<file path="config.mk">
export PLATFORM = sky130hd
export DESIGN_NAME = alu_sequencer
export DESIGN_NICKNAME = d
export VERILOG_FILES = /design/src/rtl/alu_seq_pkg.sv /design/src/rtl/alu_sequencer.sv
export SDC_FILE = /design/constraint.sdc
export NUM_CORES = 1
export LEC_CHECK = 0
export ABC_AREA = 1
export BUFFER_PORTS_ARGS = -buffer_cell sky130_fd_sc_hd__clkbuf_2
export CORE_UTILIZATION = 54
export CTS_BUF_LIST = sky130_fd_sc_hd__clkbuf_4
export CTS_CLUSTER_DIAMETER = 80
export CTS_CLUSTER_SIZE = 10
export DETAILED_ROUTE_END_ITERATION = 12
export GPL_ROUTABILITY_DRIVEN = 1
export PLACE_DENSITY_LB_ADDON = 0.25
export SLEW_MARGIN = 0
export SYNTH_ARGS = -nofsm -noshare
export SYNTH_HDL_FRONTEND = slang
export SYNTH_SLANG_ARGS = --single-unit
</file>
<file path="constraint.sdc">
create_clock -name clk -period 2.78 [get_ports clk]
set_input_delay 0.556 -clock clk [delete_from_list [all_inputs] [get_ports clk]]
set_output_delay 0.556 -clock clk [all_outputs]
set_load 0.05 [all_outputs]
</file>
<file path="src/rtl/alu_seq_pkg.sv">
// rtl/alu_seq_pkg.sv - shared opcodes, FSM state type and default width for alu_sequencer
package alu_seq_pkg;

  localparam int ALU_W_DEFAULT = 4;

  localparam logic [2:0] OP_ADD = 3'b000;
  localparam logic [2:0] OP_SUB = 3'b001;
  localparam logic [2:0] OP_AND = 3'b010;
  localparam logic [2:0] OP_OR  = 3'b011;
  localparam logic [2:0] OP_XOR = 3'b100;
  localparam logic [2:0] OP_NOT = 3'b101;
  localparam logic [2:0] OP_SHL = 3'b110;
  localparam logic [2:0] OP_SHR = 3'b111;

  typedef enum logic [1:0] {
    ST_IDLE   = 2'd0,
    ST_EXEC   = 2'd1,
    ST_SAMPLE = 2'd2,
    ST_RESP   = 2'd3
  } state_t;

endpackage

</file>
<file path="src/rtl/alu_sequencer.sv">
// rtl/alu_sequencer.sv - sequences one command through a clocked ALU; optional accumulator under ALU_SEQ_ACC_EN
module alu_sequencer
  import alu_seq_pkg::*;
#(
  parameter int W     = ALU_W_DEFAULT,
  parameter int CNT_W = 8
) (
  input  logic             clk,
  input  logic             rst,
  input  logic             cmd_valid,
  output logic             cmd_ready,
  input  logic [2:0]       cmd_op,
  input  logic [W-1:0]     cmd_a,
  input  logic [W-1:0]     cmd_b,
`ifdef ALU_SEQ_ACC_EN
  input  logic             cmd_acc,
`endif
  output logic [W-1:0]     alu_a,
  output logic [W-1:0]     alu_b,
  output logic [2:0]       alu_op,
  input  logic [W-1:0]     alu_result,
  input  logic             alu_carry,
  output logic             rsp_valid,
  input  logic             rsp_ready,
  output logic [W-1:0]     rsp_result,
  output logic             rsp_carry,
  output logic             busy,
  output logic [CNT_W-1:0] op_count
);

  state_t state;
  state_t state_nxt;

  logic         accept;
  logic         rsp_hs;
  logic [W-1:0] op_a_sel;

  assign accept = cmd_valid && (state == ST_IDLE);
  assign rsp_hs = rsp_ready && (state == ST_RESP);

`ifdef ALU_SEQ_ACC_EN
  logic [W-1:0] acc;

  // Accumulator tracks the last result that was actually handed off
  always_ff @(posedge clk or posedge rst) begin
    if (rst)         acc <= '0;
    else if (rsp_hs) acc <= rsp_result;
  end

  assign op_a_sel = cmd_acc ? acc : cmd_a;
`else
  assign op_a_sel = cmd_a;
`endif

  // State register
  always_ff @(posedge clk or posedge rst) begin
    if (rst) state <= ST_IDLE;
    else     state <= state_nxt;
  end

  // Next-state: fixed two-cycle walk to RESP, then wait for the consumer
  always_comb begin
    state_nxt = state;
    case (state)
      ST_IDLE:   if (cmd_valid) state_nxt = ST_EXEC;
      ST_EXEC:   state_nxt = ST_SAMPLE;
      ST_SAMPLE: state_nxt = ST_RESP;
      ST_RESP:   if (rsp_ready) state_nxt = ST_IDLE;
      default:   state_nxt = ST_IDLE;
    endcase
  end

  // Handshake/status outputs decoded from state only
  always_comb begin
    cmd_ready = (state == ST_IDLE);
    busy      = (state != ST_IDLE);
  end

  // ALU operand drive, loaded on accept and held otherwise
  always_ff @(posedge clk or posedge rst) begin
    if (rst) begin
      alu_a  <= '0;
      alu_b  <= '0;
      alu_op <= OP_ADD;
    end else if (accept) begin
      alu_a  <= op_a_sel;
      alu_b  <= cmd_b;
      alu_op <= cmd_op;
    end
  end

  // Response capture; carry is masked because the ALU leaves it stale on non-arithmetic ops
  always_ff @(posedge clk or posedge rst) begin
    if (rst) begin
      rsp_valid  <= 1'b0;
      rsp_result <= '0;
      rsp_carry  <= 1'b0;
      op_count   <= '0;
    end else if (state == ST_SAMPLE) begin
      rsp_valid  <= 1'b1;
      rsp_result <= alu_result;
      rsp_carry  <= ((alu_op == OP_ADD) || (alu_op == OP_SUB)) ? alu_carry : 1'b0;
    end else if (rsp_hs) begin
      rsp_valid  <= 1'b0;
      op_count   <= op_count + CNT_W'(1);
    end
  end

endmodule

</file>
==> impl_results.rst, run 1 <==
.. list-table::
   :header-rows: 1

   * - Metric
     - Value
   * - Outcome
     - finished clean
   * - CTS H-Tree Depth
     - 1
   * - DP Wirelength
     - ~1800 microns
   * - CTS root buf
     - sky130_fd_sc_hd__clkbuf_4
   * - Syn_nets
     - 142
   * - Input/output buffers
     - 46
   * - Worst Setup Path Type
     - reg2out
   * - ANT cells
     - 0
   * - CP Capture Type
     - primary output
   * - Clock tree from TritonCTS
     - yes
   * - Nets
     - around 190
   * - Clock tree buffer depth
     - 2
   * - Simple-Gate Fraction of Synth Area
     - 19.03%
   * - Die footprint
     - between 2000 and 3000 sq um
   * - Combinational family with the most area after synthesis
     - simple AND/OR/NAND/NOR gates
   * - Global route overflow
     - 0
   * - Transition time of the tightest slew-check pin
     - roughly 1 ns
   * - Mux contribution to synthesized area
     - 12.78%
   * - Highest-count cells in the layout ignoring fill and taps
     - sky130_fd_sc_hd__clkbuf_2, sky130_fd_sc_hd__nand2_1, sky130_fd_sc_hd__dfrtp_1
   * - Per-cell via count in the routed design
     - 4.876
   * - Most frequent standard cell in the layout excluding fill and tap cells
     - sky130_fd_sc_hd__clkbuf_2
   * - Post-synthesis adder-cell area fraction
     - ~4.0%
   * - Hold Crit Class
     - in2async
   * - Number of clock buffers inserted by TritonCTS
     - 3
   * - Final setup violation count
     - 0
   * - Met2 Wirelength
     - 1141 microns
   * - Topmost layer with routed signal wires
     - met4
   * - Wirelength, routed
     - 2269 microns
   * - Slowest CP cell
     - sky130_fd_sc_hd__dfrtp_1
   * - Total setup buffers inserted after CTS
     - 0
   * - Max-capacitance violation count
     - 0
   * - CP dominant cell by count
     - sky130_fd_sc_hd__inv_1
   * - Top-level I/O count
     - 47
   * - Detail Route met3 WL
     - 123 microns
   * - Final period util
     - 70.20%
   * - Global-route wire length before repair
     - 3857 microns
   * - Sequential cell area fraction in the yosys report
     - 53.52%
   * - Largest stage delay, worst path
     - 0.41 ns
   * - Number of unique standard cell types used by synthesis
     - 19
   * - Die W
     - 50.35 microns
   * - RSZ-0062 raised after global routing
     - no
   * - Number of antenna violations at the first check in global routing
     - 0
   * - Sink Count
     - 27
   * - Total vias in the final route
     - 946
   * - Parity-gate share of the synthesized area counting xor and xnor cells
     - roughly 2.8%
   * - Final worst clock skew
     - 0.001681 ns
   * - Met1 layer wirelength in the final routing
     - 989 microns
   * - Detailed router's first-iteration violation count
     - 27
   * - Sort of element at the start of the critical path
     - flop
   * - Crit path arrival time
     - 1.40 ns
   * - Largest net degree at the start of global routing
     - 28
   * - Delay-heaviest family, CP
     - buffers and inverters
   * - Critical-path maximum fanout
     - 4
   * - Post-DR wirelength/cell
     - about 12 microns
   * - Hold-fix buffer count after cts
     - 0
   * - Core outline area
     - 2212 sq um
   * - Mapped Area
     - 1262 sq um
   * - DRC violations left
     - 0
   * - Post-route ant nets
     - 0
   * - Final weighted congestion in routability-driven placement
     - 0.7775
   * - Total buffers and inverters traversed by the critical path
     - 3
   * - Cell count after synthesis
     - roughly 120
   * - Layout cell share with drive strength beyond 1
     - 39.76%
   * - Final hold violations
     - 0
   * - Worst-path clk slew
     - 0.14 ns
   * - Max transition margin
     - between 30 and 40%
   * - All-layer global routing usage
     - about a fifth
   * - Initial core utilization
     - 57.07%
   * - Worst path required time
     - 2.22 ns
   * - Total number of placement rows
     - 17
   * - Length of the first detailed-routing pass in iterations
     - 4
   * - Pins Over Slew Limit
     - 0
   * - Fraction of the mapped netlist area in compound gates
     - 1.288%
   * - Flops & latches, synth
     - 27
   * - Vias in the first global route
     - 907
   * - Post-Syn Area per Cell
     - roughly 11 sq um
   * - Area overhead of the layout relative to synthesis
     - 21.41%
   * - Clock network latency to the later pin of the worst-skew pair
     - ~0.31 ns
   * - Count of synthesis-stage warnings from yosys
     - 0
   * - Post-CTS Resized
     - 0
   * - Final critical path time including I/O delays and setup
     - 1.952 ns
   * - Worst path cell trace
     - inv_1 > ha_1 > inv_1 > clkbuf_2
   * - Sum of negative setup slack
     - 0 ns
   * - Die Y
     - between 50 and 60 microns
   * - Max Clock Freq
     - roughly 500 MHz
-- per-stage QoR --
stage / hold slack [ns] / util, % / setup WS [ns] / cell area [sq um] / instances
global route: 0.4383 / 69.29 / 0.7654 / 1533 / 194
CTS: 0.4301 / 69.29 / 0.8190 / 1533 / 194
finish: 0.4333 / 69.29 / 0.8285 / 1533 / 194
detailed placement: 0.4581 / 68.04 / 1.088 / 1505 / 190
global placement: 0.4552 / 68.04 / 1.189 / 1505 / 190
floorplan: 0.4807 / - / 0.8961 / 1262 / 118
-- kinds of logic (layout without fill, tap and decap cells) --
family                     Yosys count  after routing
and+or+nand+nor                     52             52
DFF                                 27             27
buffers and inverters               17             65
muxes                               11             11
adders and majority gates            4              4
xor gates and xnor gates             4              4
AOI/OAI and AO/OA                    3              3
-- metal layers --
layer,GRT usage (%),vias to the layer above
li1,-,467
met1,26.69,447
met2,34.22,30
met3,3.333,2
met4,2.778,0
met5,0,-
-- path summary, 6_finish.rpt --
check,start,end,slack [ns],depth (start not counted)
max reg2reg,state[0],alu_a[2],1.08,4
min,rst,alu_b[0],0.43,2
max in group asynchronous,rst,op_count[4],1.75,2
max,state[0],busy,0.83,4
min in group clk,alu_result[2],rsp_result[2],0.43,3
min reg2reg,rsp_result[1],rsp_result[1],0.49,2
-- state kept, by name (all words and copies together), names as in the netlist --
signal	cells
rsp_carry	1
rsp_valid	1
alu_b	4
state	2
alu_op	3
rsp_result	4
alu_a	4
op_count	8
-- cells in the mapped netlist --
| master | n | area [sq um] |
|---|---|---|
| sky130_fd_sc_hd__xor2_1 | 3 | 26.28 |
| sky130_fd_sc_hd__nand3b_1 | 1 | 7.510 |
| sky130_fd_sc_hd__o21ai_0 | 2 | 10.01 |
| sky130_fd_sc_hd__nor2_2 | 1 | 6.260 |
| sky130_fd_sc_hd__nand3_4 | 1 | 17.52 |
| sky130_fd_sc_hd__mux2_2 | 1 | 11.26 |
| sky130_fd_sc_hd__clkinv_4 | 1 | 8.760 |
| sky130_fd_sc_hd__inv_1 | 14 | 52.55 |
| sky130_fd_sc_hd__dfrtp_1 | 27 | 675.7 |
| sky130_fd_sc_hd__nor2_4 | 2 | 22.52 |
| sky130_fd_sc_hd__nor2_1 | 6 | 22.52 |
| sky130_fd_sc_hd__nand2_1 | 33 | 123.9 |
| sky130_fd_sc_hd__o22ai_1 | 1 | 6.260 |
| sky130_fd_sc_hd__mux2_4 | 10 | 150.1 |
| sky130_fd_sc_hd__ha_1 | 4 | 50.05 |
| sky130_fd_sc_hd__nand3_1 | 7 | 35.03 |
| sky130_fd_sc_hd__xnor2_1 | 1 | 8.760 |
| sky130_fd_sc_hd__nor3_1 | 1 | 5.000 |
| sky130_fd_sc_hd__buf_6 | 2 | 22.52 |
-- layout make-up --
class                           count  area [sq um]
Sequential cell                    27         675.6
Clock buffer                        3         22.52
Tap cell                           28         35.03
Multi-Input combinational cell     74         503.0
Clock inverter                      1         5.005
Inverter                           15         61.31
Fill cell                         185         679.4
Timing Repair Buffer               46         230.2
Power of run 1 is not shown: default switching activity piles up to over one toggle a cycle in this logic, so the estimate is an artifact.
==> inputs of run 2 (changes only) <==
CORE_UTILIZATION = 50   (was 54)
clock period = 1.8 ns   (was 2.78 ns; I/O delays follow)
==> run 2 against run 1 <==
Effect of this change:
- via count is 0.11% higher
- routed wire length is 0.26% lower
- count of clock-buffer cells in the layout is 1 higher
- utilization is 1.4 points lower
- flip-flop and latch count stayed put
- first-iteration DRC count is 81% lower
- non-clock buffer count is 3 higher
- register-to-register slack worse by 0.70 ns
- final cell count is 1.5% higher
==> impl_results.rst, run 2 (synthesis gave the netlist of run 1 again) <==
.. list-table::
   :header-rows: 1

   * - Metric
     - Value
   * - Met1 layer wirelength in the final routing
     - 993 microns (+0.40%)
   * - Largest reg by FF count
     - op_count
   * - Clock tree from TritonCTS
     - yes
   * - Per-cell via count in the routed design
     - 4.807 (-1.4%)
   * - DP Wirelength
     - 1774 microns (-2.7%)
   * - Detail Route met3 WL
     - 121 microns (-1.6%)
   * - Input/output buffers
     - 46 (unchanged)
   * - Endpoint of the worst register-to-register path
     - op_count[5]
   * - Start point of the critical path
     - state[0]
   * - Critical-path maximum fanout
     - 4 (unchanged)
   * - Most frequent standard cell in the layout excluding fill and tap cells
     - sky130_fd_sc_hd__clkbuf_2
   * - Hold-fix buffer count after cts
     - 0 (unchanged)
   * - Clock tree buffer depth
     - 2 (unchanged)
   * - Worst-path clk slew
     - 0.14 ns (about the same)
   * - Die W
     - 52.25 microns (+3.8%)
   * - Worst r2r src
     - state[0]
   * - Topmost layer with routed signal wires
     - met4
   * - Crit path arrival time
     - 1.34 ns (-0.06 ns)
   * - Post-DR wirelength/cell
     - 11.49 microns (-1.8%)
   * - Placed instance count
     - 193 (+1.6%)
   * - Max-capacitance violation count
     - 0 (unchanged)
   * - Core outline area
     - 2297 sq um (+3.8%)
   * - CP Capture Type
     - primary output
   * - Total vias in the final route
     - 947 (+0.11%)
   * - Number of cells on the worst reg-to-reg path
     - 8 (+4)
   * - Post-route ant nets
     - 0 (unchanged)
   * - Total number of placement rows
     - 17 (unchanged)
   * - DRC violations left
     - 0 (unchanged)
   * - Die footprint
     - 2730 sq um (+7.7%)
   * - Number of fill cells
     - 198 (+7.0%)
   * - Outcome
     - finished clean
   * - CTS root buf
     - sky130_fd_sc_hd__clkbuf_4
   * - Final hold violations
     - 0 (unchanged)
   * - Met2 Wirelength
     - 1133 microns (-0.70%)
   * - Largest net degree at the start of global routing
     - 28 (unchanged)
   * - Length of the first detailed-routing pass in iterations
     - 4 (unchanged)
   * - Post-CTS Resized
     - 0 (unchanged)
   * - Sort of element at the start of the critical path
     - flop
   * - Final period util
     - 94.36%
   * - Max transition margin
     - 77.65% (+44 points)
   * - Top-level I/O count
     - 47 (unchanged)
   * - All-layer global routing usage
     - 19.05% (-0.76 points)
   * - Final worst clock skew
     - 0.003887 ns (+0.002206 ns)
   * - Area overhead of the layout relative to synthesis
     - 23.59%
   * - Layout cell share with drive strength beyond 1
     - 41.42% (+1.7 points)
   * - Global route overflow
     - 0 (unchanged)
   * - Die Y
     - 52.25 microns (+3.8%)
   * - Initial core utilization
     - 54.96% (-2.1 points)
   * - Sink Count
     - 27 (unchanged)
   * - Hold Crit Class
     - in2async
   * - Wirelength, routed
     - 2263 microns (-0.26%)
   * - Detailed router's first-iteration violation count
     - 5 (-81%)
   * - ANT cells
     - 0 (unchanged)
   * - Global-route wire length before repair
     - 3746 microns (-2.9%)
   * - Number of antenna violations at the first check in global routing
     - 0 (unchanged)
   * - Number of flip-flops under the largest register name
     - 8 (unchanged)
   * - Minimum setup slack among reg-to-reg paths
     - 0.38 ns (-0.70 ns)
   * - Final setup violation count
     - 0 (unchanged)
   * - Highest-count cells in the layout ignoring fill and taps
     - sky130_fd_sc_hd__clkbuf_2, sky130_fd_sc_hd__nand2_1, sky130_fd_sc_hd__dfrtp_1
   * - Nets
     - 194 (+1.6%)
   * - CTS H-Tree Depth
     - 1 (unchanged)
   * - RSZ-0062 raised after global routing
     - no
   * - Vias in the first global route
     - 932 (+2.8%)
   * - Clock network latency to the later pin of the worst-skew pair
     - 0.31 ns (about the same)
   * - Worst Setup Path Type
     - reg2out
   * - Sum of negative setup slack
     - 0 ns (unchanged)
   * - Finished Layout Cells
     - 197 (+1.5%)
   * - Number of clock buffers inserted by TritonCTS
     - 3 (unchanged)
   * - Final weighted congestion in routability-driven placement
     - 0.7948 (+2.2%)
   * - Pins Over Slew Limit
     - 0 (unchanged)
   * - Final critical path time including I/O delays and setup
     - roughly 1.7 ns
   * - Total setup buffers inserted after CTS
     - 0 (unchanged)
   * - Worst path required time
     - 1.44 ns (-0.78 ns)
   * - Min Hold Slack
     - 0.04386 ns (-0.3894 ns)
   * - Transition time of the tightest slew-check pin
     - 0.3353 ns (-0.6637 ns)
   * - Capture point of the worst path
     - busy
   * - Max Clock Freq
     - 588.8 MHz
==> run 2: cell count changes in the layout (fill, tap and decap cells not counted), sizes merged <==
cell / before / now
buf: 0 / 3
clkbuf: 49 / 50
clkinv: 2 / 1
==> run 2: layer usage <==
layer / track usage (%) / vias up
li1: - / 473
met1: 20.22 / 440
met2: 35.47 / 32
met3: 4.058 / 2
met4: 8.772 / 0
met5: 0 / -
==> run 2: worst min path at each step <==
stage	start	to	slack, ns	cells after the start
floorplan	rst	alu_a[0]	0.41	1
global placement	rst	alu_b[0]	0.41	3
detailed placement	rst	alu_b[1]	0.42	3
CTS	rst	alu_a[3]	0.06	3
global route	rst	alu_a[0]	0.05	3
finish	rst	alu_a[3]	0.04	3
==> run 2: critical path, stage by stage, from the launching register on <==
cell                       delay, ns
sky130_fd_sc_hd__dfrtp_1        0.41
sky130_fd_sc_hd__inv_1          0.07
sky130_fd_sc_hd__ha_2           0.21
sky130_fd_sc_hd__inv_1          0.07
sky130_fd_sc_hd__clkbuf_2       0.27
==> run 2: area by class of cell <==
class / instances / area (sq um) / share of cell area, %
inverters: 15 / 61.31 / 3.929
well taps: 28 / 35.03 / 2.245
clock buffers: 4 / 30.03 / 1.925
flip-flops and latches: 27 / 675.6 / 43.30
multi-input cells: 74 / 505.5 / 32.40
repair buffers: 49 / 252.7 / 16.20
==> run 2: metrics by stage <==
| stage | utilization (%) | worst slack (ns) | cell area, sq um |
|---|---|---|---|
| finish | 67.92 | 0.1016 | 1560 |
| global route | 67.92 | 0.02228 | 1560 |
| CTS | 67.92 | 0.08566 | 1560 |
| detailed placement | 66.61 | 0.3894 | 1530 |
| global placement | 66.61 | 0.4372 | 1530 |
| floorplan | - | 0.1872 | 1265 |
Power of run 2 is left out for the same reason.
